### config.mk
export PLATFORM = sky130hd
export DESIGN_NAME = sccb_responder
export DESIGN_NICKNAME = d
export VERILOG_FILES = /design/src/rtl/sccb_responder.sv
export SDC_FILE = /design/constraint.sdc
export NUM_CORES = 2
export LEC_CHECK = 0
export BUFFER_PORTS_ARGS = -buffer_cell sky130_fd_sc_hd__buf_2
export CAP_MARGIN = 40
export CORE_UTILIZATION = 40
export CTS_BUF_LIST = sky130_fd_sc_hd__clkbuf_8
export DETAILED_ROUTE_END_ITERATION = 8
export PLACE_DENSITY = 0.63
export SLEW_MARGIN = 40
export SYNTH_ARGS = -nofsm -noshare
export SYNTH_HDL_FRONTEND = slang
export SYNTH_SLANG_ARGS = --single-unit
### constraint.sdc
create_clock -name clk -period 8.5 [get_ports clk]
set_input_delay 0.85 -clock clk [delete_from_list [all_inputs] [get_ports clk]]
set_output_delay 0.85 -clock clk [all_outputs]
set_load 0.01 [all_outputs]
### src/rtl/sccb_responder.sv
// SCCB (OV7670-style) responder with a 256x8 register file and a backdoor read port.
// Define SCCB_AUTOINC_EN for pointer auto-increment and multi-byte write/read bursts.
module sccb_responder #(
  parameter logic [7:0] DEVICE_ID   = 8'h42,
  parameter int         SYNC_STAGES = 2
) (
  input  logic       clk,
  input  logic       rst,
  input  logic       sioc,
  input  logic       siod_in,
  output logic       siod_oe,
  output logic       wr_valid,
  output logic [7:0] wr_addr,
  output logic [7:0] wr_data,
  output logic       busy,
  input  logic [7:0] dbg_addr,
  output logic [7:0] dbg_data
);

`ifdef SCCB_AUTOINC_EN
  localparam bit AUTOINC = 1'b1;
`else
  localparam bit AUTOINC = 1'b0;
`endif

  localparam logic [7:0] READ_ID = DEVICE_ID | 8'h01;

  typedef enum logic [3:0] {
    ST_IDLE, ST_ID, ST_ID_ACK, ST_SUBADDR, ST_SUB_ACK, ST_WDATA,
    ST_WDATA_ACK, ST_WDATA_DONE, ST_RDATA, ST_RDATA_ACK, ST_RDATA_NEXT, ST_IGNORE
  } state_t;

  state_t                 state;
  logic [SYNC_STAGES-1:0] sioc_sync, siod_sync;
  logic                   scl_q, sda_q;
  logic [3:0]             bit_cnt;
  logic [7:0]             shift_q, ptr, rd_byte;
  logic                   is_read;
  logic [7:0]             regs [256];

  // Lines idle high, so synchronizers reset to 1 to avoid a phantom edge at release.
  always_ff @(posedge clk or negedge rst) begin
    if (!rst) begin
      sioc_sync <= '1;
      siod_sync <= '1;
      scl_q     <= 1'b1;
      sda_q     <= 1'b1;
    end else begin
      sioc_sync <= {sioc_sync[SYNC_STAGES-2:0], sioc};
      siod_sync <= {siod_sync[SYNC_STAGES-2:0], siod_in};
      scl_q     <= sioc_sync[SYNC_STAGES-1];
      sda_q     <= siod_sync[SYNC_STAGES-1];
    end
  end

  logic scl, sda, scl_rise, scl_fall, start_det, stop_det;
  assign scl       = sioc_sync[SYNC_STAGES-1];
  assign sda       = siod_sync[SYNC_STAGES-1];
  assign scl_rise  = scl & ~scl_q;
  assign scl_fall  = ~scl & scl_q;
  assign start_det = scl & scl_q & ~sda & sda_q;
  assign stop_det  = scl & scl_q & sda & ~sda_q;

  always_ff @(posedge clk or negedge rst) begin
    if (!rst) begin
      state    <= ST_IDLE;
      bit_cnt  <= '0;
      shift_q  <= '0;
      ptr      <= '0;
      rd_byte  <= '0;
      is_read  <= 1'b0;
      siod_oe  <= 1'b0;
      wr_valid <= 1'b0;
      wr_addr  <= '0;
      wr_data  <= '0;
      busy     <= 1'b0;
      for (int i = 0; i < 256; i++) regs[i] <= '0;
    end else begin
      wr_valid <= 1'b0;
      if (start_det) begin
        state   <= ST_ID;
        bit_cnt <= '0;
        siod_oe <= 1'b0;
        busy    <= 1'b1;
      end else if (stop_det) begin
        state   <= ST_IDLE;
        siod_oe <= 1'b0;
        busy    <= 1'b0;
      end else if (scl_rise) begin
        case (state)
          ST_ID, ST_SUBADDR, ST_WDATA, ST_WDATA_DONE:
            if (bit_cnt < 4'd8) begin
              shift_q <= {shift_q[6:0], sda};
              bit_cnt <= bit_cnt + 4'd1;
            end
          ST_RDATA:
            if (bit_cnt < 4'd8) bit_cnt <= bit_cnt + 4'd1;
          ST_RDATA_ACK:
            state <= (!sda && AUTOINC) ? ST_RDATA_NEXT : ST_IGNORE;
          default: ;
        endcase
      end else if (scl_fall) begin
        // Every SIOD change happens here, while SIOC is low.
        case (state)
          ST_ID:
            if (bit_cnt == 4'd8) begin
              if (shift_q == DEVICE_ID || shift_q == READ_ID) begin
                siod_oe <= 1'b1;
                is_read <= (shift_q == READ_ID);
                state   <= ST_ID_ACK;
              end else begin
                state <= ST_IGNORE;
              end
            end
          ST_ID_ACK: begin
            bit_cnt <= '0;
            if (is_read) begin
              rd_byte <= regs[ptr];
              siod_oe <= ~regs[ptr][7];
              state   <= ST_RDATA;
            end else begin
              siod_oe <= 1'b0;
              state   <= ST_SUBADDR;
            end
          end
          ST_SUBADDR:
            if (bit_cnt == 4'd8) begin
              ptr     <= shift_q;
              siod_oe <= 1'b1;
              state   <= ST_SUB_ACK;
            end
          ST_SUB_ACK: begin
            siod_oe <= 1'b0;
            bit_cnt <= '0;
            state   <= ST_WDATA;
          end
          ST_WDATA, ST_WDATA_DONE:
            if (bit_cnt == 4'd8) begin
              bit_cnt <= '0;
              if (state == ST_WDATA || AUTOINC) begin
                regs[ptr] <= shift_q;
                wr_valid  <= 1'b1;
                wr_addr   <= ptr;
                wr_data   <= shift_q;
                siod_oe   <= 1'b1;
                state     <= ST_WDATA_ACK;
                if (AUTOINC) ptr <= ptr + 8'd1;
              end
            end
          ST_WDATA_ACK: begin
            siod_oe <= 1'b0;
            bit_cnt <= '0;
            state   <= ST_WDATA_DONE;
          end
          ST_RDATA:
            if (bit_cnt == 4'd8) begin
              siod_oe <= 1'b0;
              state   <= ST_RDATA_ACK;
              if (AUTOINC) ptr <= ptr + 8'd1;
            end else begin
              siod_oe <= ~rd_byte[3'd7 - bit_cnt[2:0]];
            end
          ST_RDATA_NEXT: begin
            rd_byte <= regs[ptr];
            siod_oe <= ~regs[ptr][7];
            bit_cnt <= '0;
            state   <= ST_RDATA;
          end
          default: siod_oe <= 1'b0;
        endcase
      end
    end
  end

  // Backdoor port samples the array before any same-clock write lands.
  always_ff @(posedge clk or negedge rst) begin
    if (!rst) dbg_data <= '0;
    else      dbg_data <= regs[dbg_addr];
  end

endmodule
==> run_results.csv <==
group,metric,value,unit
power_and_ir_drop,internal-power,15.67,mW
timing,finalSetupViolCount,0,
clocking,cts-root-buf,"clkbuf_8",
timing,skew,99.04,ps
clocking,cts_tree,"done",
worst_setup_path,crit_arrival,5910,ps
synthesis,yosys.area_share.simple,0.02689,
synthesis,ys.flop_type,"dfrtp_1",
timing,tns,0,ps
worst_setup_path,cp-start-kind,"flip-flop",
synthesis,synth_top_area_share,0.4681,
synthesis,synth.area.mux_share,0.4697,
synthesis,ys_top_cells_by_area,"dfrtp_1 47%, mux4_2 26%, mux2_2 20%, clkbuf_1 1.4%, nor2_4 1.3%",
grt,track_usage,0.2481,
power_and_ir_drop,switchingPower,6.412,mW
synthesis,syn_area,112700,um^2
synthesis,synthAdderAreaFrac,0.0006662,
timing,tightestPinTransition,988.2,ps
synthesis,synth_largest_area_cell,"dfrtp_1",
synthesis,synth-xor-area-share,0,
floorplanning,start_util,0.4026,
power_and_ir_drop,pwr_density_cell,176.6,nW/um^2
timing,rsz0062_at_grt,"false",
power_and_ir_drop,clockPowerShare,0.436,
worst_setup_path,worstPathMaxFanout,18,
routing,vias_per_cell,6.329,
layout,area_growth,10.94,%
layout,area.sequential,52960,um^2
grt,overflow,0,
floorplanning,die_h,532.8,um
place,dpl_cell_area,117200,um^2
routing,postRouteAntennaNets,0,
grt,grt_pass1_wl,516300,um
synthesis,synth_top_family_by_area,"multiplexers",
place,dpl.hpwl,230900,um
grt,grt_pass1_vias,70130,
run,drv_cap,0,
layout,fillers,24260,
worst_setup_path,end_kind,"flip-flop",
grt,grt_max_degree,162,
power_and_ir_drop,leakagePower,54.75,nW
grt,antenna_found_initial,6,
synthesis,synthTopCellsByCount,"2108 x dfrtp_1, 2023 x mux2_2, 1304 x mux4_2, 407 x clkbuf_1, 129 x nor2_4",
timing,finalHoldViolCount,0,
layout,fin_nets,6713,
layout,final_area,125000,um^2
clocking,h-tree-depth,5,
power_and_ir_drop,p_comb_frac,0.094,
min_path,hp-class,"reg2reg",
synthesis,yosysMostFrequentCell,"dfrtp_1",
synthesis,yosysWarningCount,0,
floorplanning,io_pins,39,
clocking,cts.sinks,2114,
clocking,clock_path_buffers,4,
clocking,cts_setup_buffers,0,
synthesis,synth_fp_nets,6734,
worst_setup_path,path_class,"reg2reg",
floorplanning,rows,194,
clocking,insertion_delay,1080,ps
floorplanning,die_w,532.8,um
timing,fmax,0.2000,GHz
clocking,clk_pin_slew,50,ps
routing,drcViolationCount,0,
synthesis,synthCells,6716,
layout,multi_input_area,57390,um^2
timing,period_share,0.5881,
routing,wl_per_cell,32.93,um
worst_setup_path,cp.required,9410,ps
timing,final_max_slew_viol_count,0,
synthesis,synth_edf_count,0,
synthesis,ys_types,54,
routing,firstDrtPassIters,8,
floorplanning,core,279900,um^2
power_and_ir_drop,vdd_drop_max,0.0002182,V
power_and_ir_drop,seq_power_share,0.470,
routing,drt-initial-drc-count,7346,
layout,drive_above_1_share,0.6209,
timing,slew_headroom,0.3412,
synthesis,synth.avg_cell_area,16.78,um^2
place,portBuffers,38,
place,gp_congestion,0.8839,
status,status,"finished, final reports clean",
floorplanning,fp.dieArea,283800,um^2
synthesis,synth-compound-area-share,0.01009,
clocking,cts_made_buffers,378,
synthesis,async_flop_share,1.000,
synthesis,ys_seq_elements,2114,
routing,vias,67730,
routing,drt-total-wl,352300,um
synthesis,seq_area_frac_synth,0.4695,
power_and_ir_drop,p_sw_frac,0.2904,
timing,period_minus_slack,4999,ps
[worst paths after layout]
path / startpoint / endpoint / slack, ps / cells after the start
worst max register to register: sda_q / regs[454] / 3500 / 9
worst max-delay path: sda_q / regs[454] / 3500 / 9
worst min-delay path: siod_sync[0] / siod_sync[1] / 360 / 0
max in group asynchronous: rst / shift_q[0] / 5790 / 6
min in group asynchronous: rst / regs[941] / 370 / 2
worst min register to register: siod_sync[0] / siod_sync[1] / 360 / 0
[worst max-delay path, stage by stage, from the launching register on]
cell      delay, ps
dfstp_2         570
nand2b_1        170
a21oi_1         270
nor4b_2         420
and2_2          430
buf_4           520
nand4_1         810
buf_4           550
nor2_1          630
mux2_2          410
[metrics by stage]
step | hold WS (ps) | power, mW | instances | setup slack, ps | utilization
6_report | 355.2 | 22.08 | 10700 | 3501 | 0.4467
3_5_place_dp | 348.1 | 12.57 | 10030 | 3590 | 0.4186
5_1_grt | 356.5 | 22.83 | 10700 | 3346 | 0.4467
3_3_place_gp | 347.6 | 12.49 | 10000 | 3347 | 0.4163
4_1_cts | 257.8 | 22.22 | 10690 | 3555 | 0.4457
2_1_floorplan | 345.2 | 11.53 | 6716 | 5030 | -
[registers in the layout, indices dropped and copies added (netlist names), 4 cells and up]
name      flops
regs       2048
ptr           8
rd_byte       8
bit_cnt       4
shift_q       8
state         4
wr_data       8
wr_addr       8
dbg_data      8
[what timing repair did]
item / in CTS / in global routing
hold buffers: 3 / 0
resized for setup: 0 / 0
hold endpoints to repair: 59 / 0
[final cells by class]
| cell class | count | share of cell area |
|---|---|---|
| Sequential cell | 2114 | 0.4236 |
| Clock buffer | 474 | 0.05218 |
| Tap cell | 3724 | 0.03727 |
| Timing Repair Buffer | 197 | 0.01934 |
| Multi-Input combinational cell | 3995 | 0.4590 |
| Inverter | 9 | 0.0002702 |
| Clock inverter | 183 | 0.008197 |
| Antenna cell | 5 | 0.0001001 |
[layout by cell type (no fill, tap or decap), types with 6 or more instances in the layout]
cell type	Yosys	final
buf_16	0	12
mux2_1	63	63
mux2i_1	7	7
dfstp_2	6	6
nand3_4	0	11
buf_4	26	73
nor2_1	81	60
dfrtp_4	0	12
dfrtp_1	2108	2094
buf_6	12	18
nor2_4	129	130
nand4_1	9	9
a21oi_1	31	31
nor2_2	76	96
nand2_1	64	59
inv_1	9	138
inv_8	0	6
clkbuf_8	0	474
ha_1	6	6
clkinv_2	0	25
buf_12	0	54
buf_2	115	33
nand2b_1	8	7
nor3_1	9	9
mux2_2	2023	2023
nand3_1	7	6
o21ai_0	13	13
a22oi_1	79	79
mux4_2	1304	1304
nor2b_1	13	10
[power by group through the flow]
stage / combinational, mW / sequential, mW / clock [mW]
5_1_grt: 2.19 / 10.4 / 10.3
2_1_floorplan: 1.21 / 10.3 / 0
4_1_cts: 2.02 / 10.4 / 9.83
3_3_place_gp: 1.93 / 10.6 / 0
6_report: 2.08 / 10.4 / 9.63
3_5_place_dp: 2.02 / 10.6 / 0
[per-layer routing]
| layer | routed length (um) | track usage | vias to the layer above |
|---|---|---|---|
| met4 | 16070 | 0.1058 | 0 |
| met1 | 145400 | 0.3440 | 37870 |
| met2 | 164700 | 0.3808 | 2692 |
| met3 | 26220 | 0.04864 | 627 |
| met5 | 0 | 0 | - |
| li1 | - | - | 26540 |
[cell families (layout without fill, tap and decap cells)]
family | count (synthesis) | count (layout)
and+or+nand+nor | 429 | 429
other | 0 | 5
muxes | 3397 | 3397
AOI/OAI and AO/OA | 163 | 163
adders and majority gates | 6 | 6
buffers and inverters | 607 | 863
DFF | 2114 | 2114
(Power assumes the default switching activity.)
